===== src/rtl/trng_rosc_pkg.sv =====
// rtl/trng_rosc_pkg.sv - shared types and defaults for the ring-oscillator measurement path
//
// Contents:
//   tx_state_e         snapshot sender FSM encoding (ST_IDLE, ST_WAIT_ACK)
//   DEFAULT_CNT_W      default oscillator counter / snapshot width
//   DEFAULT_PRESC_LOG2 default prescaler shift, shared with the trng_sync BIST
package trng_rosc_pkg;

  typedef enum logic {
    ST_IDLE     = 1'b0,
    ST_WAIT_ACK = 1'b1
  } tx_state_e;

  localparam int DEFAULT_CNT_W      = 22;
  localparam int DEFAULT_PRESC_LOG2 = 3;

endpackage


===== src/rtl/trng_rosc_cntr_tx_if.sv =====
// rtl/trng_rosc_cntr_tx_if.sv - snapshot toggle handshake between oscillator and rng_clk domains
//
// Signals:
//   snap_req_tgl    toggle from the rng_clk domain, one transition per snapshot request
//   snap_ack_tgl    toggle from the receiver, set equal to snap_valid_tgl when done
//   snap_valid_tgl  toggle from the sender, one transition per published snapshot
//   snap_data       snapshot value, held stable while the handshake is open
// Modports:
//   master  oscillator-side sender (trng_rosc_cntr_tx)
//   slave   rng_clk-side receiver
interface trng_rosc_cntr_tx_if #(
  parameter int CNT_W = trng_rosc_pkg::DEFAULT_CNT_W
);

  logic             snap_req_tgl;
  logic             snap_ack_tgl;
  logic             snap_valid_tgl;
  logic [CNT_W-1:0] snap_data;

  modport master (
    input  snap_req_tgl,
    input  snap_ack_tgl,
    output snap_valid_tgl,
    output snap_data
  );

  modport slave (
    output snap_req_tgl,
    output snap_ack_tgl,
    input  snap_valid_tgl,
    input  snap_data
  );

endinterface


===== src/rtl/trng_bit_sync.sv =====
// rtl/trng_bit_sync.sv - single-bit multi-flop synchronizer into rnd_src_clk
//
// Ports:
//   rnd_src_clk  destination clock
//   rst_n        asynchronous active-low reset, clears every stage to 0
//   d            asynchronous input
//   q            synchronized output, STAGES cycles of latency
module trng_bit_sync #(
  parameter int STAGES = 2
) (
  input  logic rnd_src_clk,
  input  logic rst_n,
  input  logic d,
  output logic q
);

  logic [STAGES-1:0] sync_ff;

  always_ff @(posedge rnd_src_clk or negedge rst_n) begin
    if (!rst_n) begin
      sync_ff <= '0;
    end else begin
      sync_ff <= {sync_ff[STAGES-2:0], d};
    end
  end

  assign q = sync_ff[STAGES-1];

endmodule


===== src/rtl/trng_rosc_cntr_tx.sv =====
// rtl/trng_rosc_cntr_tx.sv - oscillator cycle counter with toggle-handshake snapshot sender
//
// Ports:
//   rnd_src_clk  free-running ring-oscillator clock
//   rst_n        asynchronous active-low reset
//   cnt_en       counting enable level from rng_clk domain (synchronized here)
//   snap         trng_rosc_cntr_tx_if.master: req/ack toggles in, valid toggle and data out
//   busy         1 while a published snapshot awaits its ack
//   req_overrun  sticky, a snapshot request was dropped; cleared only by reset
//   cnt_wrapped  sticky, counter wrapped while enabled; cleared when counting is disabled
module trng_rosc_cntr_tx
  import trng_rosc_pkg::*;
#(
  parameter int CNT_W       = DEFAULT_CNT_W,
  parameter int PRESC_LOG2  = DEFAULT_PRESC_LOG2,
  parameter int SYNC_STAGES = 2
) (
  input  logic                rnd_src_clk,
  input  logic                rst_n,
  input  logic                cnt_en,
  trng_rosc_cntr_tx_if.master snap,
  output logic                busy,
  output logic                req_overrun,
  output logic                cnt_wrapped
);

  logic en_s;
  logic req_s;
  logic ack_s;
  logic req_prev;
  logic req_edge;
  logic presc_tick;

  logic [CNT_W-1:0] cnt;

  tx_state_e        state_q, state_d;
  logic [CNT_W-1:0] data_q, data_d;
  logic             valid_q, valid_d;
  logic             pending_q, pending_d;
  logic             overrun_q, overrun_d;

  trng_bit_sync #(.STAGES(SYNC_STAGES)) u_sync_en (
    .rnd_src_clk (rnd_src_clk),
    .rst_n       (rst_n),
    .d           (cnt_en),
    .q           (en_s)
  );

  trng_bit_sync #(.STAGES(SYNC_STAGES)) u_sync_req (
    .rnd_src_clk (rnd_src_clk),
    .rst_n       (rst_n),
    .d           (snap.snap_req_tgl),
    .q           (req_s)
  );

  trng_bit_sync #(.STAGES(SYNC_STAGES)) u_sync_ack (
    .rnd_src_clk (rnd_src_clk),
    .rst_n       (rst_n),
    .d           (snap.snap_ack_tgl),
    .q           (ack_s)
  );

  // Each transition of the synchronized request toggle is one request.
  always_ff @(posedge rnd_src_clk or negedge rst_n) begin
    if (!rst_n) begin
      req_prev <= 1'b0;
    end else begin
      req_prev <= req_s;
    end
  end

  assign req_edge = req_s ^ req_prev;

  // Prescaler: with PRESC_LOG2 = 0 there is no divider and the counter
  // advances on every enabled cycle.
  generate
    if (PRESC_LOG2 == 0) begin : g_no_presc
      assign presc_tick = 1'b1;
    end else begin : g_presc
      logic [PRESC_LOG2-1:0] presc;

      always_ff @(posedge rnd_src_clk or negedge rst_n) begin
        if (!rst_n) begin
          presc <= '0;
        end else if (!en_s) begin
          presc <= '0;
        end else begin
          presc <= presc + PRESC_LOG2'(1);
        end
      end

      assign presc_tick = (presc == '1);
    end
  endgenerate

  always_ff @(posedge rnd_src_clk or negedge rst_n) begin
    if (!rst_n) begin
      cnt         <= '0;
      cnt_wrapped <= 1'b0;
    end else if (!en_s) begin
      cnt         <= '0;
      cnt_wrapped <= 1'b0;
    end else if (presc_tick) begin
      cnt <= cnt + CNT_W'(1);
      if (cnt == '1) begin
        cnt_wrapped <= 1'b1;
      end
    end
  end

  always_ff @(posedge rnd_src_clk or negedge rst_n) begin
    if (!rst_n) begin
      state_q   <= ST_IDLE;
      data_q    <= '0;
      valid_q   <= 1'b0;
      pending_q <= 1'b0;
      overrun_q <= 1'b0;
    end else begin
      state_q   <= state_d;
      data_q    <= data_d;
      valid_q   <= valid_d;
      pending_q <= pending_d;
      overrun_q <= overrun_d;
    end
  end

  // A request arriving while a snapshot is open is parked in pending; only a
  // second one while pending is already set is dropped. An ack match and a
  // new request in the same cycle still close the handshake, and the parked
  // request is served from IDLE on the following cycle.
  always_comb begin
    state_d   = state_q;
    data_d    = data_q;
    valid_d   = valid_q;
    pending_d = pending_q;
    overrun_d = overrun_q;

    case (state_q)
      ST_IDLE: begin
        if (req_edge || pending_q) begin
          data_d    = cnt;
          valid_d   = ~valid_q;
          pending_d = 1'b0;
          state_d   = ST_WAIT_ACK;
        end
      end

      ST_WAIT_ACK: begin
        if (req_edge) begin
          if (pending_q) begin
            overrun_d = 1'b1;
          end else begin
            pending_d = 1'b1;
          end
        end
        if (ack_s == valid_q) begin
          state_d = ST_IDLE;
        end
      end

      default: begin
        state_d = ST_IDLE;
      end
    endcase
  end

  assign snap.snap_valid_tgl = valid_q;
  assign snap.snap_data      = data_q;
  assign busy                = (state_q == ST_WAIT_ACK);
  assign req_overrun         = overrun_q;

endmodule


===== src/flat_wrapper.sv =====
// flat-port wrapper written by rule: the top's interface ports become plain ports
module trng_rosc_cntr_tx_flat import trng_rosc_pkg::*;
#(
  parameter int CNT_W       = DEFAULT_CNT_W,
  parameter int PRESC_LOG2  = DEFAULT_PRESC_LOG2,
  parameter int SYNC_STAGES = 2
)
  (rnd_src_clk, rst_n, cnt_en, busy, req_overrun, cnt_wrapped, snap_snap_req_tgl, snap_snap_ack_tgl, snap_snap_valid_tgl, snap_snap_data);
  trng_rosc_cntr_tx_if #(.CNT_W(CNT_W)) snap_i ();
  input  logic rnd_src_clk;
  input  logic rst_n;
  input  logic cnt_en;
  output logic busy;
  output logic req_overrun;
  output logic cnt_wrapped;
  input wire logic [$bits(snap_i.snap_req_tgl)-1:0] snap_snap_req_tgl;
  input wire logic [$bits(snap_i.snap_ack_tgl)-1:0] snap_snap_ack_tgl;
  output wire logic [$bits(snap_i.snap_valid_tgl)-1:0] snap_snap_valid_tgl;
  output wire logic [$bits(snap_i.snap_data)-1:0] snap_snap_data;
  assign snap_i.snap_req_tgl = snap_snap_req_tgl;
  assign snap_i.snap_ack_tgl = snap_snap_ack_tgl;
  assign snap_snap_valid_tgl = snap_i.snap_valid_tgl;
  assign snap_snap_data = snap_i.snap_data;
  trng_rosc_cntr_tx #(.CNT_W(CNT_W), .PRESC_LOG2(PRESC_LOG2), .SYNC_STAGES(SYNC_STAGES)) u_core (.rnd_src_clk(rnd_src_clk), .rst_n(rst_n), .cnt_en(cnt_en), .snap(snap_i), .busy(busy), .req_overrun(req_overrun), .cnt_wrapped(cnt_wrapped));
endmodule

===== config.mk =====
export PLATFORM = sky130hd
export DESIGN_NAME = trng_rosc_cntr_tx_flat
export DESIGN_NICKNAME = d
export VERILOG_FILES = /design/src/rtl/trng_rosc_pkg.sv /design/src/rtl/trng_rosc_cntr_tx_if.sv /design/src/rtl/trng_bit_sync.sv /design/src/rtl/trng_rosc_cntr_tx.sv /design/src/flat_wrapper.sv
export SDC_FILE = /design/constraint.sdc
export NUM_CORES = 1
export LEC_CHECK = 0
export ABC_AREA = 1
export BUFFER_PORTS_ARGS = -buffer_cell sky130_fd_sc_hd__buf_2
export CORE_MARGIN = 4
export CORE_UTILIZATION = 35
export CTS_BUF_LIST = sky130_fd_sc_hd__clkbuf_8
export DETAILED_ROUTE_END_ITERATION = 8
export MAX_ROUTING_LAYER = met4
export PLACE_DENSITY_LB_ADDON = 0.12
export SYNTH_ARGS = -nofsm -noshare
export SYNTH_HDL_FRONTEND = slang
export SYNTH_SLANG_ARGS = --single-unit

===== constraint.sdc =====
create_clock -name rnd_src_clk -period 1.96 [get_ports rnd_src_clk]
set_input_delay 0.196 -clock rnd_src_clk [delete_from_list [all_inputs] [get_ports rnd_src_clk]]
set_output_delay 0.196 -clock rnd_src_clk [all_outputs]
set_load 0.03 [all_outputs]

==> summary.md, run 1 <==
| Metric | Value |
|---|---|
| Area grow syn2layout | 18.0% |
| Tot GR Track Use | 0.156 |
| CP required | 2.22 ns |
| Final setup viols | 0 |
| Slowest cell on crit path | dfrtp_1 |
| Crit path from | u_core.g_presc.presc[0] |
| Hold WC Path Type | input pin to asynchronous set/reset pin |
| Gpl congestion | 0.844 |
| Gate Count Post-Synth | 306 |
| Max Clock Freq | 617 MHz |
| Post-Route Utilization | 0.425 |
| YS warnings | 0 |
| Initial antenna violation count | 0 |
| First-pass GRT wire length | 10.2 mm |
| Area share of the largest cell type after synthesis | 0.565 |
| Die W | 94.4 um |
| Status | complete, no violations |
| Avg Cell Area, Syn | 8.54 um^2 |
| PD cells | 843 nW/um^2 |
| Port bufs | 30 |
| Area leader, netlist | dfrtp_1 |
| CTS tree | built |
| Synth top area cells | dfrtp_1 57%, nand2_1 11%, nand3_1 5.7% |
| Final Instance Area | 3080 um^2 |
| Hold-fix buffers, CTS | 4 |
| Global route hottest layer | met2 |
| DR WL/cell | 12.8 um |
| Crit-path cells | ha_1, ha_1, inv_2, nand2_4, nand3_1, nor2_1, nand3_1, a21oi_1 |
| Final setup TNS | 0 ns |
| Aggregate routed wire length | 5.79 mm |
| Ant. Diodes | 0 |
| FF+latch area | 1480 um^2 |
| Post-layout nets | 357 |
| Cells after DPL | 433 |
| Max-slew headroom | 0.603 |
| 1st-pass router iterations | 5 |
| Via density | 4.71 |
| R2R Path Start | u_core.g_presc.presc[0] |
| Final WS setup | 0.339 ns |
| RSZ-0062 raised after global routing | false |
| Crit path time final | 1.62 ns |
| Largest net degree at the start of global routing | 36 |
| Reg clk slew, reported paths | 0.06 ns |
| Initial DRC count | 133 |
| Gr ovfl total | 0 |
| Core area | 7250 um^2 |
| Crit path capture type | flip-flop |
| Synth Cell Area | 2610 um^2 |
| TritonCTS Buffers | 9 |
| Via count | 2122 |
| Clk_lat worst skew | 0.33 ns |
| CP peak stage delay | 0.37 ns |
| CTS max path bufs | 2 |
| Critical path class | flip-flop to flip-flop |
| Io pins | 31 |
| Min Hold Slack | 0.232 ns |
| Vias in the first global route | 2119 |
| Post-Syn Nets | 314 |
| Post-DP Area | 2900 um^2 |
| GRT met2 Usage | 0.229 |
| Setup WS pre-CTS | 0.384 ns |
| Multi-input gate area | 980 um^2 |
| Post-CTS Resized | 0 |
| Clk sinks | 59 |
| Root buffer cell | clkbuf_8 |
| Least-Margin Pin Slew | 0.594 ns |
| R2r worst-path depth | 8 |
| Share of layout cells above drive strength 1 | 0.176 |
| DRC Markers | 0 |
| Final std cells w/o fill | 451 |
| Postcts setup bufs | 0 |
| #FFs+latches synth | 59 |
| Synth unique cells | 23 |
| Register area share after synthesis | 0.565 |
| Critical path arrival | 1.88 ns |
| Pwr Total | 2.60 mW |
| Peak fanout along the critical path | 10 |
| GR Layer Usage met1 | 0.198 |
| FP Rows | 31 |
| Fill count | 746 |
| Post-route ant nets | 0 |
| Worst VDD drop | 287 uV |
| DIE AREA | 8910 um^2 |
| Die Y | 94.4 um |
| Leak Pwr | 1.58 nW |
| Pins Over Slew Limit | 0 |
| GRT met3 Usage | 0.0462 |
| Initial Utilization | 0.360 |
| Dpl hpwl | 4.10 mm |
| Fin crit share | 0.827 |
| Final hold vios | 0 |
| Max-cap check violation count | 0 |
| H-tree levels | 3 |
| Worst Setup Start Kind | flip-flop |
| Clock skew | 0.00591 ns |
-- cell families (layout without fill, tap and decap cells) --
family,Yosys count,in the layout,synth area share
buffers and inverters,40,86,0.0599
AND/OR/NAND/NOR,166,166,0.283
flip-flops,59,59,0.565
XOR/XNOR,3,3,0.0101
adder cells (fa/ha/maj),3,3,0.0144
AO/OA/AOI/OAI,35,35,0.0680
-- routing by layer --
| layer | share of wire | wire (um) |
|---|---|---|
| met2 | 0.44 | 2560 |
| met4 | 0.023 | 135 |
| met5 | 0 | 0 |
| met1 | 0.49 | 2860 |
| met3 | 0.040 | 232 |
-- Yosys cell counts --
| library cell | n |
|---|---|
| nand4_1 | 1 |
| nor2_1 | 36 |
| clkbuf_1 | 3 |
| nand3b_1 | 1 |
| nor3_1 | 6 |
| o21ai_0 | 18 |
| o21bai_1 | 1 |
| nand2_4 | 2 |
| nor2_8 | 1 |
| inv_2 | 2 |
| ha_1 | 3 |
| inv_1 | 30 |
| nand3_1 | 30 |
| a21oi_1 | 14 |
| and2_0 | 1 |
| nand2_2 | 3 |
| nor2_2 | 3 |
| xnor2_1 | 3 |
| dfrtp_1 | 59 |
| nand2_1 | 80 |
| nor2_4 | 2 |
| buf_2 | 5 |
| o21ai_1 | 2 |
-- worst paths after layout --
path	endpoint	slack, ns
min in group rnd_src_clk	u_core.u_sync_en.sync_ff[1]	0.35
max reg2reg	u_core.cnt_wrapped	0.34
max in group asynchronous	u_core.cnt[20]	1.13
min reg2reg	u_core.u_sync_en.sync_ff[1]	0.35
min	u_core.u_sync_req.sync_ff[1]	0.23
max	u_core.cnt_wrapped	0.34
-- cells in the final DEF (no fill, tap or decap), types with 4 or more instances in the layout --
cell type and count:
o21ai_0 18, a21oi_1 14, clkinv_2 4, clkbuf_8 9, dlygate4sd3_1 4, nor3_1 6, dfrtp_1 59, nand2_1 80
buf_2 30, nand3_1 30, buf_4 6, nor2_1 36, inv_1 31
-- power by group --
part / switching, mW / internal, mW
Sequential: 0.0343 / 1.27
Clock: 0.465 / 0.430
Combinational: 0.297 / 0.106
-- registers in the layout, summed over array words and instances (netlist names) --
name,cells
u_core.pending_q,1
u_core.g_presc.presc,3
u_core.u_sync_ack.sync_ff,2
u_core.snap.snap_valid_tgl,1
u_core.busy,1
u_core.cnt,22
u_core.cnt_wrapped,1
u_core.u_sync_req.sync_ff,2
u_core.req_overrun,1
u_core.snap.snap_data,22
u_core.req_prev,1
u_core.u_sync_en.sync_ff,2
-- critical path: cells and delay by family, from the launching register on --
kind	cells	cell delay, ns
simple gates	4	0.53
fa+ha+maj	2	0.43
flops	1	0.37
buf+inv	1	0.07
compound gates	1	0.15
-- cell type report --
type / count / share of cell area
clock inverter: 5 / 0.00771
multi-input combinational: 207 / 0.318
timing repair buffer: 40 / 0.0763
sequential: 59 / 0.479
clock buffer: 9 / 0.0402
inverter: 32 / 0.0390
tap: 99 / 0.0402
Power figures use the tool's default switching activity.
==> inputs of run 2 (changes only) <==
==> constraint.sdc (replaced) <==
create_clock -name rnd_src_clk -period 1.3 [get_ports rnd_src_clk]
set_input_delay 0.13 -clock rnd_src_clk [delete_from_list [all_inputs] [get_ports rnd_src_clk]]
set_output_delay 0.13 -clock rnd_src_clk [all_outputs]
set_load 0.03 [all_outputs]
==> run 2 against run 1 <==
  * The flow now finishes with violations (negative setup slack)
  * Sequential power is 52% higher
  * Cell count rose by 8.0%
  * Clock power is 70% higher
  * Sequential share of layout area is 7.7 points lower
  * Worst setup slack worse by 0.48 ns
  * Global-route usage grew 0.18 points
  * Clock skew is 0.00089 ns higher
  * Combinational power grew to 2.8 times the previous value
  * Fmax up 12%
  * Critical path type unchanged
  * Largest cell class unchanged
  * Largest power group unchanged
==> summary.md, run 2 (synthesis results as in run 1) <==
| Metric | Value |
|---|---|
| Failing checks | negative setup slack |
| Clk sinks | 59 (unchanged) |
| Max Clock Freq | 694 MHz (+12%) |
| Clk_lat worst skew | 0.33 ns (about the same) |
| Setup WS pre-CTS | -0.0904 ns (-0.475 ns) |
| Via density | 4.54 (-3.5%) |
| Worst Setup Start Kind | flip-flop |
| Largest net degree at the start of global routing | 47 (+31%) |
| Area grow syn2layout | 40.9% |
| Pins Over Slew Limit | 0 (unchanged) |
| R2R setup slack | -0.14 ns (-0.48 ns) |
| Hold WC Path Type | input pin to asynchronous set/reset pin |
| Post-layout nets | 391 (+9.5%) |
| Ant. Diodes | 0 (unchanged) |
| CTS tree | built |
| RSZ-0062 raised after global routing | true |
| Seq pwr share | 0.428 (-0.073) |
| Gpl congestion | 0.831 (-1.6%) |
| Status | finished, violations left |
| Reg clk slew, reported paths | 0.07 ns (about the same) |
| Vias in the first global route | 2112 (-0.33%) |
| First-pass GRT wire length | 10.4 mm (+1.8%) |
| Tot GR Track Use | 0.158 (+0.00184) |
| Aggregate routed wire length | 6.65 mm (+15%) |
| 1st-pass router iterations | 4 (-1) |
| Post-route ant nets | 0 (unchanged) |
| Max-slew headroom | 0.769 (+0.167) |
| Post-DP Area | 3140 um^2 (+8.4%) |
| Port bufs | 30 (unchanged) |
| DR WL/cell | 13.7 um (+6.3%) |
| CP required | 1.53 ns (-0.69 ns) |
| Gr ovfl total | 0 (unchanged) |
| TritonCTS Buffers | 9 (unchanged) |
| Leak Pwr | 1.84 nW (+17%) |
| Initial DRC count | 113 (-15%) |
| Via count | 2212 (+4.2%) |
| R2r worst-path depth | 9 (+1) |
| Io pins | 31 (unchanged) |
| Critical R2R Capture | u_core.cnt[21] |
| Fin crit share | 1.11 (+0.282) |
| Initial antenna violation count | 0 (unchanged) |
| FP Rows | 31 (unchanged) |
| DRC Markers | 0 (unchanged) |
| CTS max path bufs | 2 (unchanged) |
| Peak fanout along the critical path | 7 (-3) |
| H-tree levels | 3 (unchanged) |
| DIE AREA | 8910 um^2 (unchanged) |
| Fill count | 724 (-2.9%) |
| Switch share | 0.315 (+0.00881) |
| Critical path arrival | 1.67 ns (-0.21 ns) |
| Dpl hpwl | 4.53 mm (+10%) |
| Switching pwr | 1.45 mW (+82%) |
| Clk pwr share | 0.331 (-0.013) |
| Final setup viols | 20 (+20) |
| Most frequent cells in the layout | 67 x nand2_1, 57 x dfrtp_1, 32 x nor2_1, 32 x buf_4, 31 x inv_1 |
| Crit path time final | 1.44 ns (-0.180 ns) |
| Commonest non-fill, non-tap cell in the layout | nand2_1 |
| PD cells | 1250 nW/um^2 (+48%) |
| R2R Path Start | u_core.g_presc.presc[0] |
| Final Instance Area | 3680 um^2 (+19%) |
| Critical path class | flip-flop to flip-flop |
| Comb pwr share | 0.241 (+0.086) |
| Share of layout cells above drive strength 1 | 0.366 (+0.190) |
| Die W | 94.4 um (unchanged) |
| Core area | 7250 um^2 (unchanged) |
| Clock skew | 0.00680 ns (+0.000892 ns) |
| Final WS setup | -0.142 ns (-0.480 ns) |
| Max-cap check violation count | 0 (unchanged) |
| Die Y | 94.4 um (unchanged) |
| Final hold vios | 0 (unchanged) |
| Worst VDD drop | 481 uV (+67%) |
| Initial Utilization | 0.360 (unchanged) |
| Crit path capture type | flip-flop |
| Least-Margin Pin Slew | 0.346 ns (-0.248 ns) |
| P_int | 3.15 mW (+75%) |
| Root buffer cell | clkbuf_8 |
[run 2: worst max-delay path by stage]
stage                            start  slack (ns)                 end
6_report       u_core.g_presc.presc[0]       -0.14      u_core.cnt[21]
2_1_floorplan  u_core.g_presc.presc[0]       -0.02      u_core.cnt[20]
4_1_cts        u_core.g_presc.presc[0]       -0.09      u_core.cnt[15]
5_1_grt                  u_core.cnt[0]       -0.22      u_core.cnt[14]
3_5_place_dp   u_core.g_presc.presc[0]       -0.09  u_core.cnt_wrapped
3_3_place_gp             u_core.cnt[2]       -0.05  u_core.cnt_wrapped
[run 2: power by group through the flow]
| stage | Sequential (mW) | Clock (mW) | Combinational [mW] |
|---|---|---|---|
| 3_5_place_dp | 2.00 | 0 | 0.723 |
| 6_report | 1.97 | 1.52 | 1.11 |
| 4_1_cts | 1.97 | 1.58 | 0.736 |
| 5_1_grt | 1.98 | 1.66 | 1.19 |
| 3_3_place_gp | 2.00 | 0 | 0.722 |
| 2_1_floorplan | 2.07 | 0 | 0.348 |
[run 2: area by class of cell]
type                    instances  area, um^2  share of cell area
clock buffers                  11         151              0.0411
inverters                      32         123              0.0333
clock inverters                 5        28.8             0.00782
repair buffers                 74         574               0.156
multi-input cells             207        1200               0.326
flip-flops and latches         59        1480               0.402
well taps                      99         124              0.0337
[run 2: metrics by stage]
| step | hold slack, ns | setup TNS (ns) | power, mW | instances | utilization |
|---|---|---|---|---|---|
| 3_3_place_gp | 0.0486 | -0.413 | 2.72 | 459 | 0.433 |
| 2_1_floorplan | -0.166 | -0.0158 | 2.42 | 306 | - |
| 4_1_cts | 0.230 | -0.999 | 4.28 | 480 | 0.465 |
| 5_1_grt | 0.252 | -3.49 | 4.83 | 487 | 0.508 |
| 6_report | 0.234 | -1.31 | 4.60 | 487 | 0.508 |
| 3_5_place_dp | 0.0538 | -0.847 | 2.72 | 459 | 0.433 |
[run 2: what timing repair did]
action,in CTS,in global routing
setup buffers,1,4
hold buffers,4,0
pin swaps,1,12
gates cloned,0,3
setup endpoints to repair,21,44
hold endpoints to repair,16,0
gates resized for setup,4,61
[run 2: worst max-delay path: stages, from the launching register on]
cell and delay, ns:
dfrtp_1 0.38, ha_2 0.18, ha_4 0.17, inv_4 0.07, nand2_8 0.08, nand2_8 0.10
nor2_8 0.05, buf_4 0.14, a21oi_2 0.12, nor2_1 0.04
[run 2: metal layers]
| layer | global-route usage | part of all wire |
|---|---|---|
| met3 | 0.0335 | 0.042 |
| met1 | 0.211 | 0.49 |
| met2 | 0.229 | 0.45 |
| met4 | 0.0758 | 0.012 |
| met5 | - | 0 |
==> inputs of run 3 (changes only) <==
--- a/config.mk
+++ b/config.mk
@@ -11,6 +11,7 @@
 export CORE_UTILIZATION = 35
 export CTS_BUF_LIST = sky130_fd_sc_hd__clkbuf_8
 export DETAILED_ROUTE_END_ITERATION = 8
+export GPL_TIMING_DRIVEN = 0
 export MAX_ROUTING_LAYER = met4
 export PLACE_DENSITY_LB_ADDON = 0.12
 export SYNTH_ARGS = -nofsm -noshare
==> run 3 against run 2 <==
  * The run still ends with negative setup slack left
  * Clock skew barely moved
  * Utilization shrank 3.3 points
  * Power decreased by 9.8%
  * Fmax increased by 0.54%
  * Via count decreased by 1.9%
  * Sequential share of layout area up 2.8 points
  * Hold slack better by 0.13 ns
  * Non-clock buffer count shrank 13
  * Critical path depth decreased by 1
  * Final area decreased by 6.6%
  * Register-to-register slack about the same
  * Highest routed layer unchanged
==> summary.md, run 3 (synthesis results as in run 1) <==
| Metric | Value |
|---|---|
| Most frequent cells in the layout | 78 x nand2_1, 58 x dfrtp_1, 31 x buf_2 |
| Post-route ant nets | 0 (unchanged) |
| Dpl hpwl | 4.25 mm (-6.2%) |
| Via density | 4.58 (+0.79%) |
| DIE AREA | 8910 um^2 (unchanged) |
| CP required | 1.52 ns (about the same) |
| Root buffer cell | clkbuf_8 |
| Ant. Diodes | 0 (unchanged) |
| Fill count | 709 (-2.1%) |
| Reg clk slew, reported paths | 0.06 ns (about the same) |
| Seq pwr share | 0.474 (+0.046) |
| Io pins | 31 (unchanged) |
| Hold Path End | u_core.u_sync_en.sync_ff[1] |
| Post-Route Utilization | 0.474 (-0.0335) |
| H-tree levels | 3 (unchanged) |
| Comb pwr share | 0.190 (-0.051) |
| Clock skew | 0.00671 ns (-0.0000891 ns) |
| Initial DRC count | 108 (-4.4%) |
| DRC Markers | 0 (unchanged) |
| Pwr Total | 4.15 mW (-9.8%) |
| CTS max path bufs | 2 (unchanged) |
| Gr ovfl total | 0 (unchanged) |
| Leak Pwr | 1.71 nW (-7.1%) |
| Worst Setup Start Kind | flip-flop |
| Core area | 7250 um^2 (unchanged) |
| Max-slew headroom | 0.504 (-0.265) |
| Tot GR Track Use | 0.161 (+0.00306) |
| Critical R2R Capture | u_core.cnt[2] |
| Die W | 94.4 um (unchanged) |
| Commonest non-fill, non-tap cell in the layout | nand2_1 |
| Multi-input gate area | 1140 um^2 (-4.7%) |
| Crit path capture type | flip-flop |
| Peak fanout along the critical path | 4 (-3) |
| Crit path time final | 1.43 ns (-0.00780 ns) |
| TritonCTS Buffers | 9 (unchanged) |
| Worst VDD drop | 432 uV (-10%) |
| FP Rows | 31 (unchanged) |
| CTS tree | built |
| Max-cap check violation count | 0 (unchanged) |
| PD cells | 1210 nW/um^2 (-3.4%) |
| First-pass GRT wire length | 10.6 mm (+2.1%) |
| R2R setup slack | -0.13 ns (about the same) |
| Final setup viols | 23 (+15%) |
| R2r worst-path depth | 8 (-1) |
| RSZ-0062 raised after global routing | true |
| Area grow syn2layout | 31.6% |
| Failing checks | negative setup slack |
| Worst hold start | u_core.u_sync_en.sync_ff[0] |
| Final setup TNS | -1.99 ns (-0.676 ns) |
| FF+latch area | 1480 um^2 (about the same) |
| Share of layout cells above drive strength 1 | 0.307 (-0.0593) |
| Clk_lat worst skew | 0.34 ns (about the same) |
| Initial Utilization | 0.360 (unchanged) |
| Switching pwr | 1.25 mW (-14%) |
| DR WL/cell | 13.3 um (-2.4%) |
| 1st-pass router iterations | 6 (+2) |
| P_int | 2.90 mW (-8.0%) |
| Die Y | 94.4 um (unchanged) |
| Critical path class | flip-flop to flip-flop |
| Status | finished, violations left |
| WHS Path Cells | 0 |
| Hold WC Path Type | flip-flop to flip-flop |
| Pins Over Slew Limit | 0 (unchanged) |
| Critical path arrival | 1.65 ns (-0.02 ns) |
| Final WS setup | -0.134 ns (+0.00780 ns) |
| Final hold vios | 0 (unchanged) |
| Fin crit share | 1.10 (-0.00600) |
| Switch share | 0.301 (-0.0141) |
| Max Clock Freq | 697 MHz (+0.54%) |
| Clk pwr share | 0.336 (+0.005) |
| Gpl congestion | 0.893 (+7.4%) |
| R2R Path Start | u_core.g_presc.presc[0] |
| Initial antenna violation count | 0 (unchanged) |
| Clk sinks | 59 (unchanged) |
| Port bufs | 30 (unchanged) |
| Crit path from | u_core.g_presc.presc[0] |
| Vias in the first global route | 2101 (-0.52%) |
| Aggregate routed wire length | 6.31 mm (-5.1%) |
| Least-Margin Pin Slew | 0.744 ns (+0.398 ns) |
| Post-layout nets | 379 (-3.1%) |
| Largest net degree at the start of global routing | 60 (+28%) |
| Via count | 2170 (-1.9%) |
run 3: changes by cell type in the layout (fill, tap and decap cells not counted), moves of 4 or more:
| cell | change |
|---|---|
| buf_4 | -16 |
| nand2_1 | +11 |
| o21ai_0 | +7 |
| o21ai_2 | -7 |
| nand2_2 | -5 |
| nor2_1 | -5 |
| a21oi_1 | -4 |
| a21oi_2 | +4 |
| buf_6 | +4 |
| nand2_4 | -4 |
run 3: repair_timing:
action                                  in CTS  in global routing
resized for setup                           35                 22
endpoints found under the hold margin        3                 59
gates cloned                                 1                  0
hold buffers                                 3                  1
setup buffers                                9                 11
pin swaps                                   20                 21
endpoints found under the setup margin      44                 46
run 3: critical path: stages, from the launching register on:
cell     delay [ns]
dfrtp_1        0.39
ha_2           0.19
ha_4           0.18
inv_4          0.08
buf_4          0.10
buf_4          0.10
nand2_2        0.08
a21oi_2        0.14
nor3_2         0.05
run 3: final cells by class:
type,instances,area share
inverters,32,0.0357
plain buffers,8,0.0171
well taps,99,0.0360
flip-flops and latches,59,0.430
clock buffers,10,0.0400
clock inverters,5,0.00655
multi-input cells,208,0.333
repair buffers,53,0.102
run 3: worst max path at each step:
stage                     endpoint  slack (ns)  cells after the start
global placement    u_core.cnt[13]       -0.22                      9
detailed placement  u_core.cnt[13]       -0.21                      9
global route        u_core.cnt[20]       -0.26                     10
CTS                 u_core.cnt[19]       -0.16                      9
finish               u_core.cnt[2]       -0.13                      8
floorplan           u_core.cnt[20]       -0.02                      9
run 3: per-stage QoR:
stage               worst slack (ns)  hold WS [ns]  instance area, um^2  instances
floorplan                    -0.0158        -0.166                 2640        306
global placement              -0.222         0.239                 2910        435
detailed placement            -0.205         0.244                 2910        435
CTS                           -0.160         0.138                 3290        463
global route                  -0.264         0.368                 3440        474
finish                        -0.134         0.362                 3440        474
run 3: power by group through the flow:
| stage | sequential (mW) | combinational (mW) | clock (mW) |
|---|---|---|---|
| floorplan | 2.07 | 0.348 | 0 |
| global placement | 2.00 | 0.639 | 0 |
| detailed placement | 2.00 | 0.642 | 0 |
| CTS | 1.97 | 0.719 | 1.43 |
| global route | 1.98 | 0.881 | 1.53 |
| finish | 1.97 | 0.789 | 1.40 |
run 3: layer usage:
| layer | vias to the layer above | track usage | wire length (um) |
|---|---|---|---|
| li1 | 1101 | - | - |
| met4 | 0 | 0.0746 | 130 |
| met3 | 12 | 0.0279 | 273 |
| met2 | 42 | 0.241 | 2850 |
| met1 | 1015 | 0.214 | 3060 |
| met5 | - | - | 0 |
